--- src/rtl/bellek_asamasi.sv ---
// rtl/bellek_asamasi.sv - memory stage: loads/stores over a valid/ready port, misalignment reporting
//
// Purpose: takes the execute stage's registered micro-op, performs the data-memory
// access it asks for and hands the completed micro-op to write-back. The execute
// stage is held through duraklat_o while an access is outstanding.
//
// Micro-op layout (UOP_BIT = 101):
//   [0]       UOP_VALID
//   [32:1]    UOP_PC
//   [64:33]   UOP_RD      ALU result / effective address
//   [96:65]   UOP_RS2     store data
//   [100:97]  UOP_BELLEK  0 NOP, 1 LB, 2 LH, 3 LW, 4 LBU, 5 LHU, 6 SB, 7 SH, 8 SW
//
// Ports:
//   clk_i, rst_i                 clock, asynchronous active-high reset
//   bellek_uop_i                 micro-op from execute
//   duraklat_o                   hold request to execute (combinational)
//   bel_istek_*                  data-memory request: address, data, byte mask, write, valid/ready
//   bel_yanit_veri_i/_gecerli_i  load response, always accepted
//   ddb_odd_*                    misaligned-access exception report (one-cycle pulse)
//   geri_yaz_uop_o               registered micro-op to write-back

module bellek_asamasi #(
    parameter int ADRES_BIT = 32,
    parameter int VERI_BIT  = 32,
    localparam int UOP_BIT      = 101,
    localparam int PS_BIT       = 32,
    localparam int EXC_CODE_BIT = 4,
    localparam int MXLEN        = 32
) (
    input  logic                    clk_i,
    input  logic                    rst_i,
    input  logic [UOP_BIT-1:0]      bellek_uop_i,
    output logic                    duraklat_o,
    output logic [ADRES_BIT-1:0]    bel_istek_adres_o,
    output logic [VERI_BIT-1:0]     bel_istek_veri_o,
    output logic [VERI_BIT/8-1:0]   bel_istek_maske_o,
    output logic                    bel_istek_yaz_o,
    output logic                    bel_istek_gecerli_o,
    input  logic                    bel_istek_hazir_i,
    input  logic [VERI_BIT-1:0]     bel_yanit_veri_i,
    input  logic                    bel_yanit_gecerli_i,
    output logic [PS_BIT-1:0]       ddb_odd_ps_o,
    output logic [EXC_CODE_BIT-1:0] ddb_odd_kod_o,
    output logic [MXLEN-1:0]        ddb_odd_bilgi_o,
    output logic                    ddb_odd_gecerli_o,
    output logic [UOP_BIT-1:0]      geri_yaz_uop_o
);

    localparam int UOP_VALID      = 0;
    localparam int UOP_PC_LSB     = 1;
    localparam int UOP_RD_LSB     = 33;
    localparam int UOP_RS2_LSB    = 65;
    localparam int UOP_BELLEK_LSB = 97;

    localparam logic [3:0] OP_NOP = 4'd0;
    localparam logic [3:0] OP_LB  = 4'd1;
    localparam logic [3:0] OP_LH  = 4'd2;
    localparam logic [3:0] OP_LW  = 4'd3;
    localparam logic [3:0] OP_LBU = 4'd4;
    localparam logic [3:0] OP_LHU = 4'd5;
    localparam logic [3:0] OP_SB  = 4'd6;
    localparam logic [3:0] OP_SH  = 4'd7;
    localparam logic [3:0] OP_SW  = 4'd8;

    localparam logic [EXC_CODE_BIT-1:0] EXC_YUKLE_HIZASIZ = 4'd4;
    localparam logic [EXC_CODE_BIT-1:0] EXC_SAKLA_HIZASIZ = 4'd6;

    typedef enum logic [1:0] {
        BOSTA = 2'd0,
        ISTEK = 2'd1,
        BEKLE = 2'd2,
        TAMAM = 2'd3
    } durum_t;

    // ---------------------------------------------------------------
    // State and registered outputs
    // ---------------------------------------------------------------
    durum_t                    durum_q, durum_d;
    logic [ADRES_BIT-1:0]      adres_q, adres_d;
    logic [VERI_BIT-1:0]       veri_q, veri_d;
    logic [VERI_BIT/8-1:0]     maske_q, maske_d;
    logic                      yaz_q, yaz_d;
    logic                      istek_gecerli_q, istek_gecerli_d;
    logic [3:0]                islem_q, islem_d;
    logic [UOP_BIT-1:0]        uop_q, uop_d;
    logic [VERI_BIT-1:0]       yanit_q, yanit_d;
    logic [UOP_BIT-1:0]        gyu_q, gyu_d;
    logic [PS_BIT-1:0]         odd_ps_q, odd_ps_d;
    logic [EXC_CODE_BIT-1:0]   odd_kod_q, odd_kod_d;
    logic [MXLEN-1:0]          odd_bilgi_q, odd_bilgi_d;
    logic                      odd_gecerli_q, odd_gecerli_d;

    // ---------------------------------------------------------------
    // Input micro-op decode
    // ---------------------------------------------------------------
    logic                      giris_gecerli;
    logic [3:0]                giris_islem;
    logic [31:0]               giris_adres;
    logic [31:0]               giris_rs2;
    logic [PS_BIT-1:0]         giris_ps;
    logic                      giris_yukle;
    logic                      giris_sakla;
    logic                      giris_bellek;
    logic                      giris_hizasiz;
    logic [VERI_BIT/8-1:0]     giris_maske;
    logic [VERI_BIT-1:0]       giris_veri;

    assign giris_gecerli = bellek_uop_i[UOP_VALID];
    assign giris_islem   = bellek_uop_i[UOP_BELLEK_LSB +: 4];
    assign giris_adres   = bellek_uop_i[UOP_RD_LSB +: 32];
    assign giris_rs2     = bellek_uop_i[UOP_RS2_LSB +: 32];
    assign giris_ps      = bellek_uop_i[UOP_PC_LSB +: PS_BIT];

    always_comb begin
        giris_yukle   = 1'b0;
        giris_sakla   = 1'b0;
        giris_hizasiz = 1'b0;
        giris_maske   = 4'b1111;
        giris_veri    = '0;
        case (giris_islem)
            OP_LB, OP_LBU: giris_yukle = 1'b1;
            OP_LH, OP_LHU: begin
                giris_yukle   = 1'b1;
                giris_hizasiz = giris_adres[0];
            end
            OP_LW: begin
                giris_yukle   = 1'b1;
                giris_hizasiz = (giris_adres[1:0] != 2'b00);
            end
            OP_SB: begin
                giris_sakla = 1'b1;
                giris_maske = 4'b0001 << giris_adres[1:0];
                giris_veri  = {4{giris_rs2[7:0]}};
            end
            OP_SH: begin
                giris_sakla   = 1'b1;
                giris_hizasiz = giris_adres[0];
                giris_maske   = 4'b0011 << giris_adres[1:0];
                giris_veri    = {2{giris_rs2[15:0]}};
            end
            OP_SW: begin
                giris_sakla   = 1'b1;
                giris_hizasiz = (giris_adres[1:0] != 2'b00);
                giris_veri    = giris_rs2;
            end
            default: ;
        endcase
        giris_bellek = giris_gecerli && (giris_yukle || giris_sakla);
    end

    // ---------------------------------------------------------------
    // Load value extraction from the latched response
    // ---------------------------------------------------------------
    logic [31:0] kayik_veri;
    logic [15:0] yarim_kelime;
    logic [31:0] yukle_degeri;

    always_comb begin
        kayik_veri   = yanit_q >> {adres_q[1:0], 3'b000};
        yarim_kelime = adres_q[1] ? yanit_q[31:16] : yanit_q[15:0];
        case (islem_q)
            OP_LB:   yukle_degeri = {{24{kayik_veri[7]}}, kayik_veri[7:0]};
            OP_LBU:  yukle_degeri = {24'd0, kayik_veri[7:0]};
            OP_LH:   yukle_degeri = {{16{yarim_kelime[15]}}, yarim_kelime};
            OP_LHU:  yukle_degeri = {16'd0, yarim_kelime};
            default: yukle_degeri = yanit_q;
        endcase
    end

    // ---------------------------------------------------------------
    // Next-state logic
    // ---------------------------------------------------------------
    always_comb begin
        durum_d         = durum_q;
        adres_d         = adres_q;
        veri_d          = veri_q;
        maske_d         = maske_q;
        yaz_d           = yaz_q;
        istek_gecerli_d = istek_gecerli_q;
        islem_d         = islem_q;
        uop_d           = uop_q;
        yanit_d         = yanit_q;
        // Default is a bubble: stale payload, valid bit cleared, so write-back
        // never sees the same result twice.
        gyu_d            = gyu_q;
        gyu_d[UOP_VALID] = 1'b0;
        odd_gecerli_d   = 1'b0;
        odd_ps_d        = '0;
        odd_kod_d       = '0;
        odd_bilgi_d     = '0;

        case (durum_q)
            BOSTA: begin
                if (giris_bellek) begin
                    if (giris_hizasiz) begin
                        odd_gecerli_d = 1'b1;
                        odd_ps_d      = giris_ps;
                        odd_kod_d     = giris_sakla ? EXC_SAKLA_HIZASIZ : EXC_YUKLE_HIZASIZ;
                        odd_bilgi_d   = giris_adres;
                    end else begin
                        adres_d         = giris_adres[ADRES_BIT-1:0];
                        veri_d          = giris_veri;
                        maske_d         = giris_maske;
                        yaz_d           = giris_sakla;
                        islem_d         = giris_islem;
                        uop_d           = bellek_uop_i;
                        istek_gecerli_d = 1'b1;
                        durum_d         = ISTEK;
                    end
                end else begin
                    // Non-memory ops (and invalid slots) pass straight through;
                    // an invalid input already carries a cleared valid bit.
                    gyu_d = bellek_uop_i;
                end
            end
            ISTEK: begin
                if (bel_istek_hazir_i) begin
                    istek_gecerli_d = 1'b0;
                    durum_d         = yaz_q ? TAMAM : BEKLE;
                end
            end
            BEKLE: begin
                if (bel_yanit_gecerli_i) begin
                    yanit_d = bel_yanit_veri_i;
                    durum_d = TAMAM;
                end
            end
            TAMAM: begin
                gyu_d = uop_q;
                if (!yaz_q) begin
                    gyu_d[UOP_RD_LSB +: 32] = yukle_degeri;
                end
                durum_d = BOSTA;
            end
            default: durum_d = BOSTA;
        endcase
    end

    // ---------------------------------------------------------------
    // Registers
    // ---------------------------------------------------------------
    always_ff @(posedge clk_i or posedge rst_i) begin
        if (rst_i) begin
            durum_q         <= BOSTA;
            adres_q         <= '0;
            veri_q          <= '0;
            maske_q         <= '0;
            yaz_q           <= 1'b0;
            istek_gecerli_q <= 1'b0;
            islem_q         <= OP_NOP;
            uop_q           <= '0;
            yanit_q         <= '0;
            gyu_q           <= '0;
            odd_ps_q        <= '0;
            odd_kod_q       <= '0;
            odd_bilgi_q     <= '0;
            odd_gecerli_q   <= 1'b0;
        end else begin
            durum_q         <= durum_d;
            adres_q         <= adres_d;
            veri_q          <= veri_d;
            maske_q         <= maske_d;
            yaz_q           <= yaz_d;
            istek_gecerli_q <= istek_gecerli_d;
            islem_q         <= islem_d;
            uop_q           <= uop_d;
            yanit_q         <= yanit_d;
            gyu_q           <= gyu_d;
            odd_ps_q        <= odd_ps_d;
            odd_kod_q       <= odd_kod_d;
            odd_bilgi_q     <= odd_bilgi_d;
            odd_gecerli_q   <= odd_gecerli_d;
        end
    end

    // ---------------------------------------------------------------
    // Outputs
    // ---------------------------------------------------------------
    // Stall is released in TAMAM so execute advances on the edge that writes
    // the result; it is forced low while reset is asserted.
    assign duraklat_o = !rst_i &&
                        ((giris_bellek && !giris_hizasiz && (durum_q != TAMAM)) ||
                         (durum_q == ISTEK) || (durum_q == BEKLE));

    assign bel_istek_adres_o   = {adres_q[ADRES_BIT-1:2], 2'b00};
    assign bel_istek_veri_o    = veri_q;
    assign bel_istek_maske_o   = maske_q;
    assign bel_istek_yaz_o     = yaz_q;
    assign bel_istek_gecerli_o = istek_gecerli_q;
    assign ddb_odd_ps_o        = odd_ps_q;
    assign ddb_odd_kod_o       = odd_kod_q;
    assign ddb_odd_bilgi_o     = odd_bilgi_q;
    assign ddb_odd_gecerli_o   = odd_gecerli_q;
    assign geri_yaz_uop_o      = gyu_q;

endmodule

--- config.mk ---
export PLATFORM = sky130hd
export DESIGN_NAME = bellek_asamasi
export DESIGN_NICKNAME = d
export VERILOG_FILES = /design/src/rtl/bellek_asamasi.sv
export SDC_FILE = /design/constraint.sdc
export NUM_CORES = 1
export LEC_CHECK = 0
export ABC_AREA = 1
export CAP_MARGIN = 20
export CORE_UTILIZATION = 53
export DETAILED_ROUTE_END_ITERATION = 12
export PLACE_DENSITY_LB_ADDON = 0.2
export SETUP_SLACK_MARGIN = 0.1
export SKIP_LAST_GASP = 1
export SLEW_MARGIN = 25
export SYNTH_ARGS = -nofsm -noshare
export SYNTH_HDL_FRONTEND = slang
export SYNTH_SLANG_ARGS = --single-unit
--- constraint.sdc ---
create_clock -name clk_i -period 17.04 [get_ports clk_i]
set_input_delay 1.704 -clock clk_i [delete_from_list [all_inputs] [get_ports clk_i]]
set_output_delay 1.704 -clock clk_i [all_outputs]
set_load 0.01 [all_outputs]
## Word level (Yosys, flattened, before mapping)

Index checks and enable logic that the tools add are counted.

- Register bits after elaboration: 379
- Bits of input ports: 137
- Output and inout port bits: 241
- Word-level logic and storage cells: 95

- Equal/unequal tests: 21
- Shifts and indexed selects: 3
- Muxes and demuxes: 33
- Bitwise operators: 1
- Reductions and logical operators: 22

Operators with widths:

| operator | count |
|---|---|
| 32-bit 2-to-1 mux | 7 |
| 101-bit one-hot mux with 2 select lines | 1 |
| 32-bit one-hot mux with 4 select lines | 1 |
| 101-bit 2-to-1 mux | 1 |
| 32-bit one-hot mux with 3 select lines | 1 |
| 32-bit by 5-bit right shift with 8-bit output | 1 |
| 4-bit by 3-bit == test with 1-bit output (second input constant) | 6 |
| 16-bit 2-to-1 mux | 1 |
| 4-bit by 2-bit == test with 1-bit output (second input constant) | 3 |
| 2-bit inequality test (second input constant) | 6 |
| 2-bit 2-to-1 mux | 5 |
| 1-bit 2-to-1 mux | 9 |
| 3-bit 2-to-1 mux | 3 |
| 4-bit by 1-bit == test with 1-bit output (second input constant) | 2 |
| 2-bit one-hot mux with 4 select lines | 1 |
| 4-bit one-hot mux with 2 select lines | 1 |
| 4-bit AND reduction | 2 |
| 2-bit nonzero test | 3 |
| 3-bit OR reduction | 2 |
| 5-bit OR reduction | 1 |
| 2-bit == test (second input constant) | 2 |
| 4-bit == test (second input constant) | 1 |
| 1-bit logical AND | 4 |
| 1-bit one-hot mux with 2 select lines | 2 |
| 10 further kinds | 14 |

## Logic depth before layout (Yosys ltp)

Gate-level depths: netlist (run 1).

- Depth after elaboration: 10
- Mapped depth: 14
- Mapped depth without buffers: 13

## Worst setup path after synthesis (run 1)

OpenSTA, ideal clock, no wires.

- Kind: input to output
- Start point: in bellek_uop_i[97]
- End point: out duraklat_o
- Arrival: 2.511 ns
- Required time: 15.336 ns
- Setup slack: 12.825 ns
- Cell stages on the path: 7
- Path through: nor2_2 -> nand3_4 -> nand2_1 -> nand2_2 -> nor2_1 -> nand2_1 -> a21oi_1

- Word-level cells in the longest chain between the ends: 10

RTL lines:

| what | RTL line | text |
|---|---|---|
| start, declared | 33 | `input logic [UOP_BIT-1:0] bellek_uop_i,` |
| 4-bit by 2-bit == test with 1-bit output (tied with other cells) | 121 | `case (giris_islem)` |
| 5-bit OR reduction (no line) / 3-bit OR reduction (equally long branches) | n/a |  |
| 1-bit 2-to-1 mux | 121 |  |
| 1-bit logical OR | 149 | `giris_bellek = giris_gecerli && (giris_yukle \|\| giris_sakla);` |
| 1-bit logical AND | 149 |  |
| 1-bit logical AND (*) (2 in a row) | 283 | `((giris_bellek && !giris_hizasiz && (durum_q != TAMAM)) \|\|` |
| 1-bit logical OR (*) | 283 |  |
| 1-bit logical OR (*) | 284 | `(durum_q == ISTEK) \|\| (durum_q == BEKLE));` |
| 1-bit logical AND (*) | 282 | `assign duraklat_o = !rst_i &&` |
| end, declared | 34 | `output logic duraklat_o,` |

Every way passes the cells marked *; elsewhere a longest branch is shown, timed or not.

## Final worst setup path (run 1)

Ends and elaborated chain as after synthesis.

==> results.cfg, run 1 <==
[critical_path]
required_ps = 15340
reg2reg_slack_ps = 13430
crit_type = input port to output pin
cp_cell_sequence = clkdlybuf4s50_1 > nor2_2 > nand3_4 > nand2_1 > nand2_2 > nor2_1 > nand2_1 > a21oi_1 > clkdlybuf4s50_1
crit_fanout = 28
rr_worst_depth = 7
start_kind = input port
slowest_stage = clkdlybuf4s50_1
cp.arrival_ps = 4000
cp-end-kind = output pin
cp_slowest_stage_delay_ps = 560

[yosys]
synth_top_area_share_pct = 56.7
syn_area_um2 = 15000
netlist.top_cell.by_area = dfrtp_1
synth_flop_cell = dfrtp_1
ys_seq_area_share_pct = 56.7
netlist_top_cells_count = nand2_1 (526), dfrtp_1 (340), nor2_1 (172)
synth.avg_cell_area_um2 = 8.57
syn_inst = 1751
post-synth-top-count-cell = nand2_1
synth_enable_flop_cells = 0
synth_cell_types = 33
synth_area_leaders = dfrtp_1 (57%), nand2_1 (13%), o21ai_0 (4.4%)
async_reset_ff_share_pct = 100
synth.ff_latch_count = 340
yosysWarnings = 0

[cells_and_area]
drive_gt1_share_pct = 4.36
instances_no_fill = 2447
area_growth_pct = 31.6
postLayoutCellArea_um2 = 19700
layout.nets = 2183

[cts]
cts_buffer_depth = 3
post_cts_buffers = 0
clock_sinks = 340
cts-root-buf = clkbuf_16
htreeDepth = 2
cts_tree = built
clk_latency_ps = 510
ctsResizeCount = 0
clkTransAtPathRegs_ps = 60
cts_buffers = 36
postCtsHoldBufs = 0

[route]
wl_per_cell_um = 18.3
vias_per_cell = 5.44
routed_wl_um = 44800
vias = 13300
ant_nets = 0
route.detailed.drc = 0
dr.pass1.iters = 8
drt_iter0_markers = 1418

[timing]
worst_pin_slew_ps = 1080
finalCriticalPeriod_ps = 5710
relSlewSlack_pct = 28.1
slew_viol_final = 0
timing.final.crit_share_pct = 33.5
setup_viol = 0
finalHoldViolations = 0
finalClockSkew_ps = 12.4
rsz0062_at_grt = false
holdWs_ps = 482
timing.fmax_mhz = 175
tns_ps = 0

[power_and_ir_drop]
leakagePower_nw = 9.80
power_density_nw_per_um2 = 166
ir_drop_v = 0.000137

[place]
io_buffer_count = 373
dp_hpwl_um = 29800
dp.cells = 2382
gp_congestion = 0.907
place_area_um2 = 18600

[run_status]
status = complete, no violations

[grt]
grt_pass1_wl_um = 70300
grt_max_degree = 118
grt_pass1_vias = 12700
grt_usage_pct = 31.3
grt_overflow = 0
grt_antenna_before_repair = 4

[job]
cap_viol_max_count = 0

[floorplanning]
die_y_um = 170
die_w_um = 170
initial_utilization_pct = 54.0
row_count = 61
core_um2 = 27800
die_area_um2 = 29000
io_pins = 378

[min_path]
worstHoldPathType = flop to flop
hold_depth = 2
-- worst max-delay path: cells and delay by family --
kind / cells / cell delay [ps]
AO/OA/AOI/OAI: 1 / 140
AND/OR/NAND/NOR: 6 / 1030
buffers and inverters: 2 / 1120
-- final timing paths --
check,start,endpoint
min reg2reg,geri_yaz_uop_o[62],geri_yaz_uop_o[62]
max,bellek_uop_i[97],duraklat_o
max reg2reg,durum_q[0],geri_yaz_uop_o[99]
max in group asynchronous,rst_i,uop_q[75]
min,geri_yaz_uop_o[62],geri_yaz_uop_o[62]
min in group asynchronous,rst_i,yanit_q[12]
-- sequential cells by signal, indices dropped and copies added, names as in the netlist, 31 cells and up --
name	count
ddb_odd_bilgi_o	32
adres_q	31
ddb_odd_ps_o	32
uop_q	66
geri_yaz_uop_o	101
yanit_q	32
bel_istek_veri_o	32
-- placed cells by master (no fill, tap or decap), types with 3 or more instances in the layout --
cell type / synthesis / layout
o22ai_1: 25 / 25
clkinv_2: 0 / 10
dfrtp_1: 340 / 340
nand2_1: 526 / 525
a22oi_1: 4 / 4
a21oi_1: 31 / 31
nor2_1: 172 / 171
clkdlybuf4s50_1: 0 / 373
nand2_2: 3 / 3
mux2_2: 7 / 7
inv_1: 161 / 160
a22o_1: 73 / 73
clkbuf_1: 59 / 8
conb_1: 1 / 4
nand3_1: 19 / 19
ha_1: 4 / 3
a31oi_1: 5 / 5
buf_4: 36 / 10
diode_2: 0 / 4
o211ai_1: 3 / 3
o21ai_0: 133 / 133
clkbuf_8: 0 / 3
clkbuf_16: 0 / 37
o21ai_1: 93 / 93
-- report_power, final --
group,internal [mW],switching (mW),total (mW)
combinational,0.509,0.804,1.31
sequential,1.04,0.170,1.21
clock,0.442,0.318,0.759
total,1.99,1.29,3.28
-- stage by stage --
stage	worst slack (ps)	util [%]	total power, mW
after global placement	11370	67.0	2.47
after floorplan	5910	-	2.01
after global routing	11230	71.1	3.48
final	11330	71.1	3.28
after CTS	11350	71.0	3.28
after detailed placement	11360	67.0	2.51
-- per-layer routing --
metal  wire length [µm]  track usage, %
met5                  0               0
met4               1150            10.2
met3               4150            6.47
met2              20900            49.5
met1              18600            43.2
-- kinds of logic after synthesis --
group / count (synthesis) / share of synthesized area [%]
and+or+nand+nor: 727 / 18.7
AOI/OAI and AO/OA: 370 / 14.6
DFF: 340 / 56.7
buffers and inverters: 302 / 9.12
muxes: 7 / 0.525
adders and majority gates: 4 / 0.334
other: 1 / 0.0250
-- layout make-up --
cell class | count | area, µm²
inverter | 167 | 642
sequential | 340 | 8510
clock inverter | 13 | 124
tap | 378 | 473
timing repair buffer | 385 | 3830
fill | 2164 | 8030
multi-input combinational | 1112 | 5160
clock buffer | 48 | 997
antenna | 4 | 10.0
Note: power is estimated with default switching activity, not from simulation.
==> run 2, diff against run 1 <==
- CORE_UTILIZATION: 53 -> 45
- clock period: 17.04 -> 4.86 ns (I/O delays scaled with it)
==> results.cfg, run 2 (synthesis results as in run 1) <==
[run_status]
status = complete, no violations

[power_and_ir_drop]
power_density_nw_per_um2 = 580
p_sw_share_pct = 39.4
leakagePower_nw = 9.86
power.share.clock_pct = 23.2
cellInternalPower_mw = 7.01
power_switching_mw = 4.55
ir_drop_v = 0.000346
seqPwrFrac_pct = 36.8
comb_power_share_pct = 40.1

[cts]
post_cts_buffers = 0
cts_buffers = 37
clock_sinks = 340
clkTransAtPathRegs_ps = 60
cts_buffer_depth = 3
ctsResizeCount = 0
cts-root-buf = clkbuf_16
postCtsHoldBufs = 0
cts_tree = built
htreeDepth = 2
clk_latency_ps = 520

[place]
io_buffer_count = 373
dp_hpwl_um = 31100
pre_cts_ws_ps = 1160
gp_congestion = 0.893

[critical_path]
required_ps = 4370
crit_type = input port to output pin
cp_slowest_stage_delay_ps = 580
cp-end-kind = output pin
slowest_stage = clkdlybuf4s50_1
crit_fanout = 28
cp.arrival_ps = 2860
start_kind = input port
cp_cell_sequence = clkdlybuf4s50_1 > nor2_2 > nand3_4 > nand2_1 > nand2_2 > nor2_1 > nand2_1 > a21oi_1 > clkdlybuf4s50_1

[grt]
use_met3_pct = 5.67
grt_pass1_vias = 12700
grtUsageMet2_pct = 42.3
grt_antenna_before_repair = 4
grt_most_used_layer = met2
grt_pass1_wl_um = 71500
grt_max_degree = 195
grt_use_met1_pct = 37.7
grt_overflow = 0
grt_usage_pct = 27.3

[timing]
slew_viol_final = 0
tns_ps = 0
worst_pin_slew_ps = 962
finalHoldViolations = 0
finalClockSkew_ps = 13.8
timing.fmax_mhz = 299
finalCriticalPeriod_ps = 3350
timing.final.crit_share_pct = 68.9
relSlewSlack_pct = 35.8
rsz0062_at_grt = false
fin_ws_ps = 1510
setup_viol = 0

[floorplanning]
initial_utilization_pct = 45.9
die_area_um2 = 34100
core_um2 = 32700
die_y_um = 185
io_pins = 378
die_w_um = 185
row_count = 66

[cells_and_area]
layout_common_cells = nand2_1 (525), clkdlybuf4s50_1 (373), dfrtp_1 (340), nor2_1 (171), inv_1 (160)
drive_gt1_share_pct = 4.63
layout_commonest_cell = nand2_1
largest_reg_flops = 101
area_growth_pct = 33.0
layout.nets = 2188

[route]
ant_nets = 0
wl_per_cell_um = 18.2
vias_per_cell = 5.18
route.detailed.drc = 0
drt_iter0_markers = 1218
dr.pass1.iters = 5
routed_wl_um = 45800
vias = 13000

[min_path]
worstHoldPathType = flop to flop

[job]
cap_viol_max_count = 0
[run 2: power groups by stage]
stage                     Combinational, mW  Clock (mW)  Sequential, mW
after CTS                              4.64        2.72            4.24
after global routing                   5.16        2.84            4.35
after floorplan                        2.88           0            4.18
final                                  4.63        2.68            4.25
after detailed placement               4.61           0            4.27
after global placement                 4.52           0            4.26
[run 2: worst max-delay path, delay by kind of cell]
kind | cells | cell delay (ps)
AO/OA/AOI/OAI | 1 | 200
buffers and inverters | 2 | 1140
AND/OR/NAND/NOR | 6 | 1040
[run 2: per-layer routing]
metal  part of all wire, %  up-vias
li1                      -     6125
met1                    43     6292
met2                    46      528
met3                   8.1       89
met4                   3.3        2
met5                 0.028        -
[run 2: area by class of cell]
cell class	count	area [µm²]
timing repair buffer	389	3940
inverter	167	638
multi-input combinational	1112	5160
clock buffer	57	1090
sequential	340	8510
clock inverter	8	53.8
antenna	3	7.51
tap	442	553
fill	2862	12700
[run 2: path summary, 6_finish.rpt]
kind,startpoint,to,slack [ps],cells after the start
worst max-delay path,bellek_uop_i[97],duraklat_o,1510,9
worst min-delay path,geri_yaz_uop_o[64],geri_yaz_uop_o[64],480,2
worst max register to register,durum_q[0],durum_q[0],2100,9
worst min register to register,geri_yaz_uop_o[64],geri_yaz_uop_o[64],480,2
max in group asynchronous,rst_i,geri_yaz_uop_o[28],3350,4
min in group asynchronous,rst_i,ddb_odd_bilgi_o[4],540,3
[run 2: per-stage QoR]
stage                     std cells  utilization [%]  area, µm²  power (mW)  hold slack (ps)
after floorplan                1754                -      15000        7.06              439
after global placement         2449             57.4      18800        8.78              456
after detailed placement       2449             57.4      18800        8.88              461
after CTS                      2514             60.9      19900        11.6              481
after global routing           2518             61.0      20000        12.3              494
final                          2518             61.0      20000        11.6              478
==> run 3, diff against run 2 <==
- clock period: 4.86 -> 2.8 ns (I/O delays scaled with it)
==> results.cfg, run 3 (synthesis results as in run 1) <==
[cts]
ctsResizeCount = 0
cts-root-buf = clkbuf_16
cts_buffer_depth = 3
postCtsHoldBufs = 0
cts_tree = built
cts_buffers = 37
post_cts_buffers = 0
clk_latency_ps = 520
htreeDepth = 2
clkTransAtPathRegs_ps = 60
clock_sinks = 340

[place]
dp.cells = 2471
io_buffer_count = 373
dp_hpwl_um = 31800
pre_cts_ws_ps = 292
gp_congestion = 0.916

[timing]
worst_pin_slew_ps = 586
timing.fmax_mhz = 391
finalHoldViolations = 0
fin_ws_ps = 242
timing.final.crit_share_pct = 91.3
finalClockSkew_ps = 18.3
setup_viol = 0
relSlewSlack_pct = 60.9
rsz0062_at_grt = false
slew_viol_final = 0
finalCriticalPeriod_ps = 2560

[grt]
grt_usage_pct = 27.3
grt_antenna_before_repair = 3
grt_max_degree = 97
grt_pass1_vias = 12700
grt_overflow = 0
grt_pass1_wl_um = 71800

[route]
dr.pass1.iters = 5
drt_iter0_markers = 1152
route.detailed.drc = 0
routed_wl_um = 46300
wl_per_cell_um = 18.3
ant_nets = 0
vias_per_cell = 5.20
vias = 13200

[floorplanning]
io_pins = 378
die_area_um2 = 34100
die_w_um = 185
initial_utilization_pct = 45.9
die_y_um = 185
row_count = 66
core_um2 = 32700

[critical_path]
slowest_stage = clkdlybuf4s50_1
critPathTopFamily = buffers and inverters
cp_slowest_stage_delay_ps = 590
crit_type = flop to output pin
cp.arrival_ps = 2280
cp_common_cell = a21oi_1
cp-end-kind = output pin
cp_num_buf_inv = 2
start_kind = flop
required_ps = 2520
cp_cell_sequence = inv_1 > ha_1 > a21oi_1 > a21oi_1 > clkdlybuf4s50_1
crit_fanout = 7

[power_and_ir_drop]
power_density_nw_per_um2 = 1010
ir_drop_v = 0.000797
leakagePower_nw = 10.0
finalPower_mw = 20.6

[cells_and_area]
area_growth_pct = 35.1
drive_gt1_share_pct = 5.87
layout_common_cells = nand2_1 (525), clkdlybuf4s50_1 (373), dfrtp_1 (340), nor2_1 (171), inv_1 (160)
largest_reg_flops = 101
instances_no_fill = 2539
fillerInstances = 2785
post-route-util_pct = 62.0
layout.nets = 2209
layout_commonest_cell = nand2_1

[job]
cap_viol_max_count = 0

[min_path]
worstHoldPathType = input port to async pin

[run_status]
status = complete, no violations
==> run 3: per-layer routing <==
metal  vias up  part of all wire, %  global-route usage [%]
li1       6177                    -                       -
met1      6343                   43                    38.2
met2       582                   44                    42.0
met3        91                  8.8                    5.43
met4         2                  3.5                    9.87
met5         -                0.028                       0
==> run 3: layout make-up <==
type	count	area (µm²)	area share [%]
clock buffers	49	1060	5.25
repair buffers	410	4200	20.7
well taps	442	553	2.73
multi-input cells	1112	5150	25.4
flip-flops and latches	340	8510	42.0
inverters	167	638	3.15
clock inverters	17	145	0.716
diodes	2	5.00	0.0247
==> run 3: worst paths after layout <==
check	start	endpoint	slack (ps)	cells after the start
max in group asynchronous	rst_i	geri_yaz_uop_o[4]	1750	4
max reg2reg	islem_q[3]	geri_yaz_uop_o[49]	570	12
min reg2reg	uop_q[0]	uop_q[0]	470	1
min	rst_i	islem_q[1]	160	2
min in group clk_i	bellek_uop_i[25]	ddb_odd_ps_o[24]	330	3
max	durum_q[0]	duraklat_o	240	5
==> run 3: stage by stage <==
stage	hold WS [ps]	TNS [ps]	instance area, µm²
floorplan	386	-689020	15000
global placement	458	0	19100
detailed placement	457	0	19100
CTS	152	0	20300
global route	195	0	20300
finish	158	0	20300
==> run 3: power by group <==
group / leakage [nW] / switching [mW] / internal, mW
Clock: 0.606 / 1.98 / 2.86
Sequential: 4.42 / 1.02 / 6.32
Combinational: 5.01 / 5.07 / 3.32
